### src/rtl/alu_pkg.sv
// Shared definitions for the ALU arbiter: op codes, op classification
// helpers and the scheduler state encoding.
package alu_pkg;

    localparam logic [5:0] OP_AND = 6'b000000;
    localparam logic [5:0] OP_OR  = 6'b000001;
    localparam logic [5:0] OP_XOR = 6'b000010;
    localparam logic [5:0] OP_SLL = 6'b000110;
    localparam logic [5:0] OP_SRA = 6'b000100;
    localparam logic [5:0] OP_SRL = 6'b000101;
    localparam logic [5:0] OP_SNE = 6'b110001;
    localparam logic [5:0] OP_SLT = 6'b110010;
    localparam logic [5:0] OP_SGT = 6'b110011;
    localparam logic [5:0] OP_SLE = 6'b110100;
    localparam logic [5:0] OP_SGE = 6'b110110;
    localparam logic [5:0] OP_SUB = 6'b111000;
    localparam logic [5:0] OP_ADD = 6'b100000;

    typedef enum logic [1:0] {
        IDLE = 2'd0,
        EXEC = 2'd1,
        RESP = 2'd2
    } state_e;

    function automatic logic is_legal(input logic [5:0] op);
        case (op)
            OP_AND, OP_OR, OP_XOR,
            OP_SLL, OP_SRA, OP_SRL,
            OP_SNE, OP_SLT, OP_SGT,
            OP_SLE, OP_SGE,
            OP_SUB, OP_ADD: return 1'b1;
            default:        return 1'b0;
        endcase
    endfunction

    function automatic logic is_shift(input logic [5:0] op);
        return (op == OP_SLL) || (op == OP_SRA) || (op == OP_SRL);
    endfunction

endpackage

### src/rtl/rr_arb2.sv
// Two-input round-robin grant with a one-bit priority pointer.
// Ports: req_i (valids), advance_i/last_i (served index), gnt_o (one-hot).
module rr_arb2 (
    input  logic       clk,
    input  logic       rst_n,
    input  logic [1:0] req_i,
    input  logic       advance_i,
    input  logic       last_i,
    output logic [1:0] gnt_o
);

    logic ptr_q;
    logic ptr_d;

    // Pointer names the requester that wins a tie.
    always_comb begin
        gnt_o = req_i;
        if (req_i == 2'b11) begin
            gnt_o = ptr_q ? 2'b10 : 2'b01;
        end
    end

    always_comb begin
        ptr_d = ptr_q;
        if (advance_i) begin
            ptr_d = ~last_i;
        end
    end

    always_ff @(posedge clk or negedge rst_n) begin
        if (!rst_n) begin
            ptr_q <= 1'b0;
        end else begin
            ptr_q <= ptr_d;
        end
    end

endmodule

### src/rtl/alu_arbiter.sv
// Shares one combinational ALU between two requesters (IDLE/EXEC/RESP).
// Ports: req0/1 valid-ready ops, rsp0/1 results, alu_* to the ALU, busy.
// Optional ALU_ARB_STATS_EN adds stat_grant0/stat_grant1 accept counters.
module alu_arbiter
    import alu_pkg::*;
#(
    parameter int WIDTH   = 32,
    parameter int SHAMT_W = 5,
    parameter int STAT_W  = 16
) (
    input  logic             clk,
    input  logic             rst_n,
    input  logic             req0_valid,
    output logic             req0_ready,
    input  logic [5:0]       req0_op,
    input  logic [WIDTH-1:0] req0_a,
    input  logic [WIDTH-1:0] req0_b,
    input  logic             req1_valid,
    output logic             req1_ready,
    input  logic [5:0]       req1_op,
    input  logic [WIDTH-1:0] req1_a,
    input  logic [WIDTH-1:0] req1_b,
    output logic             rsp0_valid,
    input  logic             rsp0_ready,
    output logic [WIDTH-1:0] rsp0_data,
    output logic             rsp0_err,
    output logic             rsp1_valid,
    input  logic             rsp1_ready,
    output logic [WIDTH-1:0] rsp1_data,
    output logic             rsp1_err,
    output logic [WIDTH-1:0] alu_in1,
    output logic [WIDTH-1:0] alu_in2,
    output logic             alu_sel0,
    output logic             alu_sel1,
    output logic             alu_sel2,
    output logic             alu_sel3,
    output logic             alu_sel4,
    output logic             alu_sel5,
    input  logic [WIDTH-1:0] alu_out,
    output logic             busy
`ifdef ALU_ARB_STATS_EN
    ,
    output logic [STAT_W-1:0] stat_grant0,
    output logic [STAT_W-1:0] stat_grant1
`endif
);

    state_e           state_q, state_d;
    logic             idx_q, idx_d;
    logic [5:0]       op_q, op_d;
    logic [WIDTH-1:0] a_q, a_d;
    logic [WIDTH-1:0] b_q, b_d;
    logic [WIDTH-1:0] res_q, res_d;
    logic             err_q, err_d;

    logic [1:0]       gnt;
    logic             gidx;
    logic             acc;
    logic             rsp_hs;
    logic             adv;
    logic [5:0]       op_in;
    logic [WIDTH-1:0] a_in;
    logic [WIDTH-1:0] b_in;

    rr_arb2 u_arb (
        .clk       (clk),
        .rst_n     (rst_n),
        .req_i     ({req1_valid, req0_valid}),
        .advance_i (adv),
        .last_i    (idx_q),
        .gnt_o     (gnt)
    );

    assign gidx  = gnt[1];
    assign op_in = gidx ? req1_op : req0_op;
    assign a_in  = gidx ? req1_a  : req0_a;
    assign b_in  = gidx ? req1_b  : req0_b;
    assign acc   = (state_q == IDLE) && (gnt != 2'b00);

    // Ready is held low while reset is asserted even if a valid is up.
    assign req0_ready = rst_n && (state_q == IDLE) && gnt[0];
    assign req1_ready = rst_n && (state_q == IDLE) && gnt[1];

    assign rsp_hs = (state_q == RESP)
                 && (idx_q ? rsp1_ready : rsp0_ready);

    always_comb begin
        state_d = state_q;
        idx_d   = idx_q;
        op_d    = op_q;
        a_d     = a_q;
        b_d     = b_q;
        res_d   = res_q;
        err_d   = err_q;
        adv     = 1'b0;
        unique case (state_q)
            IDLE: begin
                if (acc) begin
                    idx_d = gidx;
                    if (is_legal(op_in)) begin
                        op_d  = op_in;
                        a_d   = a_in;
                        b_d   = b_in;
                        // Shift amount only uses the low bits of b.
                        if (is_shift(op_in)) begin
                            b_d[WIDTH-1:SHAMT_W] = '0;
                        end
                        err_d   = 1'b0;
                        state_d = EXEC;
                    end else begin
                        // ALU registers untouched: no ALU activity.
                        err_d   = 1'b1;
                        res_d   = '0;
                        state_d = RESP;
                    end
                end
            end
            EXEC: begin
                res_d   = alu_out;
                state_d = RESP;
            end
            RESP: begin
                if (rsp_hs) begin
                    adv     = 1'b1;
                    state_d = IDLE;
                end
            end
            default: state_d = IDLE;
        endcase
    end

    always_ff @(posedge clk or negedge rst_n) begin
        if (!rst_n) begin
            state_q <= IDLE;
            idx_q   <= 1'b0;
            op_q    <= '0;
            a_q     <= '0;
            b_q     <= '0;
            res_q   <= '0;
            err_q   <= 1'b0;
        end else begin
            state_q <= state_d;
            idx_q   <= idx_d;
            op_q    <= op_d;
            a_q     <= a_d;
            b_q     <= b_d;
            res_q   <= res_d;
            err_q   <= err_d;
        end
    end

    assign rsp0_valid = (state_q == RESP) && !idx_q;
    assign rsp1_valid = (state_q == RESP) &&  idx_q;
    assign rsp0_data  = rsp0_valid ? res_q : '0;
    assign rsp1_data  = rsp1_valid ? res_q : '0;
    assign rsp0_err   = rsp0_valid && err_q;
    assign rsp1_err   = rsp1_valid && err_q;

    assign alu_in1  = a_q;
    assign alu_in2  = b_q;
    assign alu_sel0 = op_q[0];
    assign alu_sel1 = op_q[1];
    assign alu_sel2 = op_q[2];
    assign alu_sel3 = op_q[3];
    assign alu_sel4 = op_q[4];
    assign alu_sel5 = op_q[5];

    assign busy = (state_q != IDLE);

`ifdef ALU_ARB_STATS_EN
    logic [STAT_W-1:0] cnt0_q, cnt0_d;
    logic [STAT_W-1:0] cnt1_q, cnt1_d;

    // Counters wrap naturally at 2^STAT_W.
    always_comb begin
        cnt0_d = cnt0_q;
        cnt1_d = cnt1_q;
        if (acc && !gidx) begin
            cnt0_d = cnt0_q + 1'b1;
        end
        if (acc && gidx) begin
            cnt1_d = cnt1_q + 1'b1;
        end
    end

    always_ff @(posedge clk or negedge rst_n) begin
        if (!rst_n) begin
            cnt0_q <= '0;
            cnt1_q <= '0;
        end else begin
            cnt0_q <= cnt0_d;
            cnt1_q <= cnt1_d;
        end
    end

    assign stat_grant0 = cnt0_q;
    assign stat_grant1 = cnt1_q;
`endif

endmodule

### config.mk
export PLATFORM = sky130hd
export DESIGN_NAME = alu_arbiter
export DESIGN_NICKNAME = d
export VERILOG_FILES = /design/src/rtl/alu_pkg.sv /design/src/rtl/rr_arb2.sv /design/src/rtl/alu_arbiter.sv
export SDC_FILE = /design/constraint.sdc
export NUM_CORES = 1
export LEC_CHECK = 0
export ABC_AREA = 1
export CAP_MARGIN = 10
export CORE_UTILIZATION = 39
export DETAILED_ROUTE_END_ITERATION = 10
export HOLD_SLACK_MARGIN = 0.1
export PLACE_DENSITY = 0.82
export SETUP_SLACK_MARGIN = 0.02
export SLEW_MARGIN = 30
export SYNTH_ARGS = -nofsm -noshare
export SYNTH_HDL_FRONTEND = slang
export SYNTH_SLANG_ARGS = --single-unit
### constraint.sdc
create_clock -name clk -period 2.7 [get_ports clk]
set_input_delay 0.81 -clock clk [delete_from_list [all_inputs] [get_ports clk]]
set_output_delay 0.81 -clock clk [all_outputs]
set_load 0.02 [all_outputs]
==> results of run 1 <==
-- cells in the mapped netlist --
cell type,count
a21oi_1,1
buf_1,11
buf_2,11
buf_4,7
clkbuf_1,23
clkinv_1,1
dfrtp_1,107
inv_1,53
inv_2,3
mux2i_1,1
nand2_1,451
nand2_2,3
nand2_4,1
nand3_1,83
nand3b_1,28
nand4_2,1
nor2_1,77
nor3_1,1
o21ai_0,3
-- power breakdown --
group          leakage (nW)  switching, W  internal [W]
Clock                 0.141      0.000576      0.000746
Sequential             1.38      0.000343       0.00222
Combinational          3.46       0.00262       0.00192
Total                  4.98       0.00354       0.00489
-- tightest hold or removal path, cell delays in order, from the launching register on --
cell and delay, ps:
dfrtp_1 340, nand2_1 50, nand2_1 40
-- what timing repair did --
action	4_1_cts	5_1_grt
buffers inserted	0	2
endpoints found under the setup margin	162	174
hold buffers	0	0
cloned	0	2
pin swaps	0	3
resized for setup	110	119
-- state kept, by name, indices dropped and copies added, names as in the netlist --
register	flops
res_q	32
alu_in1	32
u_arb.ptr_q	1
op_q	6
idx_q	1
state_q	2
err_q	1
alu_in2	32
-- metrics by stage --
stage,power (W),hold slack [ps]
after floorplan,0.00489,469
after global placement,0.00704,453
after detailed placement,0.00713,457
after CTS,0.00841,473
after global routing,0.00899,494
final,0.00842,471
-- how the worst min path moves through the flow --
stage | startpoint | to | slack (ps) | cells past startpoint
final | alu_in1[20] | alu_in1[20] | 470 | 2
after global routing | alu_in1[20] | alu_in1[20] | 490 | 2
after CTS | alu_in1[20] | alu_in1[20] | 470 | 2
after detailed placement | alu_in1[20] | alu_in1[20] | 460 | 2
after global placement | alu_in1[7] | alu_in1[7] | 450 | 2
after floorplan | res_q[0] | res_q[0] | 470 | 2
-- layout make-up --
type / count / area share, %
Clock buffer: 14 / 2.69
Clock inverter: 2 / 0.372
Inverter: 57 / 2.27
Multi-Input combinational cell: 650 / 28.8
Sequential cell: 107 / 28.4
Tap cell: 184 / 2.44
Timing Repair Buffer: 361 / 35.0
-- cells by family after synthesis --
family	Yosys count	share of synthesized area (%)
flops	107	46.1
mux	1	0.172
buf+inv	109	7.73
compound gates	4	0.344
simple gates	645	45.7
-- routing by layer --
metal | global-route usage [%] | vias up | part of all wire, %
met5 | 0 | - | 0
met4 | 10.7 | 0 | 3.2
met3 | 6.59 | 44 | 8.1
met2 | 44.5 | 256 | 51
met1 | 27.2 | 2980 | 38
li1 | - | 3266 | -
==> summary.md, run 1 <==
| Metric | Value |
|---|---|
| Highest clock frequency the design can meet | ~0.39 GHz |
| Data required time at the worst endpoint | 1890 ps |
| Slowest stage cell, crit path | clkdlybuf4s50_1 |
| Global-route usage over all layers | 24.7% |
| Most frequent cells in the layout | nand2_1, clkdlybuf4s50_1, dfrtp_1 |
| Standby leakage power | 4.98 nW |
| Number of maximum-capacitance constraint violations | 0 |
| Maximum ir drop on the vdd rail | 550 uV |
| Commonest non-fill, non-tap cell in the layout | nand2_1 |
| Crit-path max cell delay | 650 ps |
| CP Cell Sequence | nor2_1, inv_1, nor2_1, clkdlybuf4s50_1 |
| Nets in the synthesized netlist | 1,044 |
| Startpoint of the worst register-to-register path | u_arb.ptr_q |
| Number of antenna repair diodes | 0 |
| CTS tree | yes |
| Kind of start point of the critical path | flip-flop |
| Netlist area before placement | roughly 5800 um2 |
| Final setup TNS | 0 ps |
| Filler instances | 1,311 |
| Die footprint | 15,400 um2 |
| Critical path buffers and inverters | 2 |
| R2R cell count | 12 |
| Via count of the first global-routing pass | 5,991 |
| Antenna violations before repair | 0 |
| Cell type with the highest aggregate area in the netlist | dfrtp_1 |
| Capturing element of the worst setup path | rsp1_valid |
| Part of the cycle the worst path needs | 95.5% |
| 1st-iter DRT viols | about 320 |
| Outcome | finished clean |
| Core Footprint | 14,500 um2 |
| Cell count after placement | 1,355 |
| First-pass GRT wire length | 29,200 um |
| Post-DP HPWL | about 14,000 um |
| Wire length per cell | 14.4 um |
| Overall die height | 124 um |
| Remaining antenna violation count | 0 |
| Number of cells on the critical path | 4 |
| Final instance count without filler cells | 1,375 |
| Area grow syn2layout | 62.2% |
| Yosys top cell area share | between 40 and 50% |
| Number of nets in the layout | 1,364 |
| Cell repeated most along the worst path | nor2_1 |
| Effective utilization at floorplan | 40.0% |
| Largest delay share family, worst path | buffers and inverters |
| Avg Synthesized Cell Area | 6.71 um2 |
| Worst Setup End Kind | output pin |
| Unrepaired setup endpoints after global routing | false |
| Die width | roughly 120 um |
| Row Count | between 40 and 50 |
| Core utilization of the finished layout | 64.9% |
| Post-placement worst setup slack | -463 ps |
| Clock slew at reported path FFs | 70 ps |
| Total clock buffers created by CTS | 9 |
| Slew of the pin with the lowest slew margin | 933 ps |
| Longest Clk Path Bufs | 2 |
| Final std cell area, no fill | 9430 um2 |
| Critical path origin | state_q[0] |
| H-tree levels | 3 |
| Critical path type | flip-flop to output pin |
| IO Pins | 319 |
| CTS root buffer | clkbuf_16 |
| Vias after detailed routing | 6,546 |
| Sequential cell area | around 2700 um2 |
| Worst setup skew after layout | approximately 4.3 ps |
| Cells taking the most area after synthesis | dfrtp_1, nand2_1, nand3_1 |
| Power density relative to cell area | 894 nW/um2 |
| Sequential fraction of the synthesis area | 46.1% |
| Final GP Congestion | approximately 0.8 |
| Distinct cell type count after synthesis | 19 |
| Final Worst Setup Slack | approximately 120 ps |
| Number of optimization iterations in the first detailed-route pass | 4 |
| Overflow left after global routing | 0 |
| Final WL | 19,800 um |
| Cell count after synthesis | 866 |
| Number of hold violations in the final report | 0 |
| Endpoint arrival time on the critical path | 1770 ps |
| Ys Warns | 0 |
| Classification of the worst-slack hold path | flip-flop to flip-flop |
| Slew Viols, Final | 0 |
| Maximum net fanout on the critical path | 3 |
| Relative slew slack | 37.4% |
| Via density per instance | 4.76 |
| DRC errors left | 0 |
| Maximum number of pins on one net before global-route repair | between 60 and 70 |
| Minimum setup slack among reg-to-reg paths | 690 ps |
| Area of combinational cells with multiple inputs | approximately 2700 um2 |
| Instance area after placement | 9370 um2 |
| Count of input and output buffers | 318 |
| Critical register-to-register path endpoint | res_q[6] |
| Shortest clock period the worst path allows after layout | 2580 ps |
| Clk_lat worst skew | 350 ps |
| # setup viols final | 0 |
| Share of cells above drive strength 1 | 11.5% |
| Sink count of the clock tree | roughly 110 |
| Number of flip-flops and latches in the synthesized netlist | roughly 110 |
Note: power is estimated with default switching activity, not from simulation.
==> run 2: changes to the inputs <==
Settings changed: CORE_AREA set to 2 2 123 125, CORE_UTILIZATION 39 to unset, DIE_AREA set to 0 0 125 127, PLACE_DENSITY 0.82 to 0.84, SLEW_MARGIN 30 to 10.
Clock period 2.7 ns to 3.35 ns, I/O delays scaled along.
==> summary.md, run 2 (synthesis gave the netlist of run 1 again) <==
| Metric | Value |
|---|---|
| Standby leakage power | just under 6 nW |
| Largest delay share family, worst path | buffers and inverters |
| Most frequent cells in the layout | nand2_1, clkdlybuf4s50_1, dfrtp_1 |
| Critical path origin | state_q[1] |
| Shortest clock period the worst path allows after layout | 3200 ps |
| 1st-iter DRT viols | 327 |
| Combinational share of power | between 50% and 60% |
| Hold bufs inserted after CTS | 0 |
| Kind of start point of the critical path | flip-flop |
| DRC errors left | 0 |
| Share of cells above drive strength 1 | ~4.7% |
| Worst setup skew after layout | 5.44 ps |
| H-tree levels | 3 |
| Post-DP HPWL | 14,400 um |
| Total clock buffers created by CTS | 9 |
| Relative slew slack | around 34% |
| Number of cells on the critical path | 7 |
| Maximum ir drop on the vdd rail | 355 uV |
| Wire length on met3 | ~1700 um |
| Sink count of the clock tree | approximately 110 |
| Top Layer Used | met4 |
| R2R cell count | 12 |
| Number of maximum-capacitance constraint violations | 0 |
| NetSw | roughly 0.0028 W |
| CTS tree | yes |
| Maximum net fanout on the critical path | 4 |
| Number of antenna repair diodes | 0 |
| Slew Viols, Final | 0 |
| Slew of the pin with the lowest slew margin | approximately 990 ps |
| Met2 Routed Length | 9470 um |
| First-pass GRT wire length | 31,400 um |
| Row Count | between 40 and 50 |
| Minimum setup slack among reg-to-reg paths | 1150 ps |
| Power density relative to cell area | 695 nW/um2 |
| Part of the power in registers | 30.6% |
| Crit-path max cell delay | between 600 and 700 ps |
| Worst Setup End Kind | output pin |
| Part of the cycle the worst path needs | a little over nine tenths |
| Die footprint | 15,900 um2 |
| CP Cell Sequence | inv_1, nor2_1, inv_1, nor2_2, clkinvlp_4, nor2_1, clkdlybuf4s50_1 |
| Classification of the worst-slack hold path | flip-flop to flip-flop |
| Critical path buffers and inverters | 4 |
| Vias after detailed routing | 6,514 |
| Final GP Congestion | between 0.8 and 0.9 |
| Clock slew at reported path FFs | 70 ps |
| Clk_lat worst skew | 340 ps |
| Remaining antenna violation count | 0 |
| Final worst hold slack | around 470 ps |
| Endpoint arrival time on the critical path | 2190 ps |
| Number of optimization iterations in the first detailed-route pass | 5 |
| Highest clock frequency the design can meet | approximately 0.31 GHz |
| Number of hold violations in the final report | 0 |
| Power share of the clock group | ~16% |
| Count of input and output buffers | around 320 |
| Wire length on met1 | 7880 um |
| Post-placement worst setup slack | -289 ps |
| Longest Clk Path Bufs | 2 |
| Startpoint of the worst register-to-register path | u_arb.ptr_q |
| Capturing element of the worst setup path | rsp1_data[1] |
| Global-route usage over all layers | 24.4% |
| Core Footprint | 14,400 um2 |
| Overflow left after global routing | 0 |
| Slowest stage cell, crit path | clkdlybuf4s50_1 |
| CTS root buffer | clkbuf_16 |
| Maximum number of pins on one net before global-route repair | 69 |
| Via count of the first global-routing pass | 6,302 |
| Outcome | finished clean |
| Switch share | 42.0% |
| # setup viols final | 0 |
| Data required time at the worst endpoint | 2340 ps |
| Overall die height | 127 um |
| Commonest non-fill, non-tap cell in the layout | nand2_1 |
| Via density per instance | 4.80 |
| Antenna violations before repair | 0 |
| Die width | 125 um |
| Number of nets in the layout | 1,345 |
| Critical register-to-register path endpoint | alu_in1[26] |
| Critical path type | flip-flop to output pin |
| Final WL | slightly below 20,000 um |
| Final Worst Setup Slack | roughly 150 ps |
| IO Pins | 319 |
| Unrepaired setup endpoints after global routing | false |
| Area grow syn2layout | 67.2% |
| Internal power summed over all cells | 0.00392 W |
| Wire length per cell | 14.7 um |
| Effective utilization at floorplan | between 40 and 50% |
[run 2: cell count changes in the layout (fill, tap and decap cells not counted), sizes merged]
cell,before,now
clkdlybuf4s50,247,255
clkbuf,75,13
dlygate4sd2,0,1
clkinv,3,5
dlymetal6s2s,2,59
buf,51,25
clkinvlp,0,1
[run 2: cell type report]
cell class / instances / area, um2
multi-input cells: 650 / 2700
fillers: 1179 / 4710
repair buffers: 342 / 3580
clock buffers: 11 / 253
inverters: 57 / 218
well taps: 184 / 230
flip-flops and latches: 107 / 2680
clock inverters: 5 / 61.3
[run 2: worst min-delay path, stage by stage, from the launching register on]
cell	delay, ps
dfrtp_1	340
nand2_1	50
nand2_1	50
[run 2: stage by stage]
step	total power, W	utilization [%]	cells	setup TNS (ps)	instance area [um2]
2_1_floorplan	0.00394	-	866	0	5810
3_3_place_gp	0.00561	64.0	1339	-20290	9230
3_5_place_dp	0.00567	64.0	1339	-25290	9230
4_1_cts	0.00682	66.3	1356	0	9570
5_1_grt	0.00721	67.4	1356	0	9720
6_report	0.00676	67.4	1356	0	9720
[run 2: metal layers]
layer | vias up | track usage (%)
met5 | - | 0
met4 | 0 | 12.4
met3 | 56 | 6.28
met2 | 286 | 41.4
met1 | 2940 | 28.9
li1 | 3232 | -
[run 2: worst min path at each step]
stage / start / endpoint / slack (ps) / depth (start not counted)
finish: alu_in2[0] / alu_in2[0] / 470 / 2
global route: alu_in1[4] / alu_in1[4] / 500 / 2
CTS: alu_in1[5] / alu_in1[5] / 480 / 2
detailed placement: alu_in2[0] / alu_in2[0] / 460 / 2
global placement: alu_in2[0] / alu_in2[0] / 450 / 2
floorplan: res_q[0] / res_q[0] / 470 / 2
[run 2: timing repair]
item / 4_1_cts / 5_1_grt
setup endpoints to repair: 19 / 166
buffers inserted: 1 / 0
gates resized for setup: 5 / 67
cloned: 0 / 0
hold endpoints to repair: 0 / 0
[run 2: power by group through the flow]
stage	logic [W]	clock network (W)	registers [W]
after floorplan	0.00144	0	0.00251
after global placement	0.00354	0	0.00207
after detailed placement	0.00359	0	0.00208
after CTS	0.00363	0.00113	0.00207
after global routing	0.00391	0.00117	0.00213
final	0.00360	0.00109	0.00207
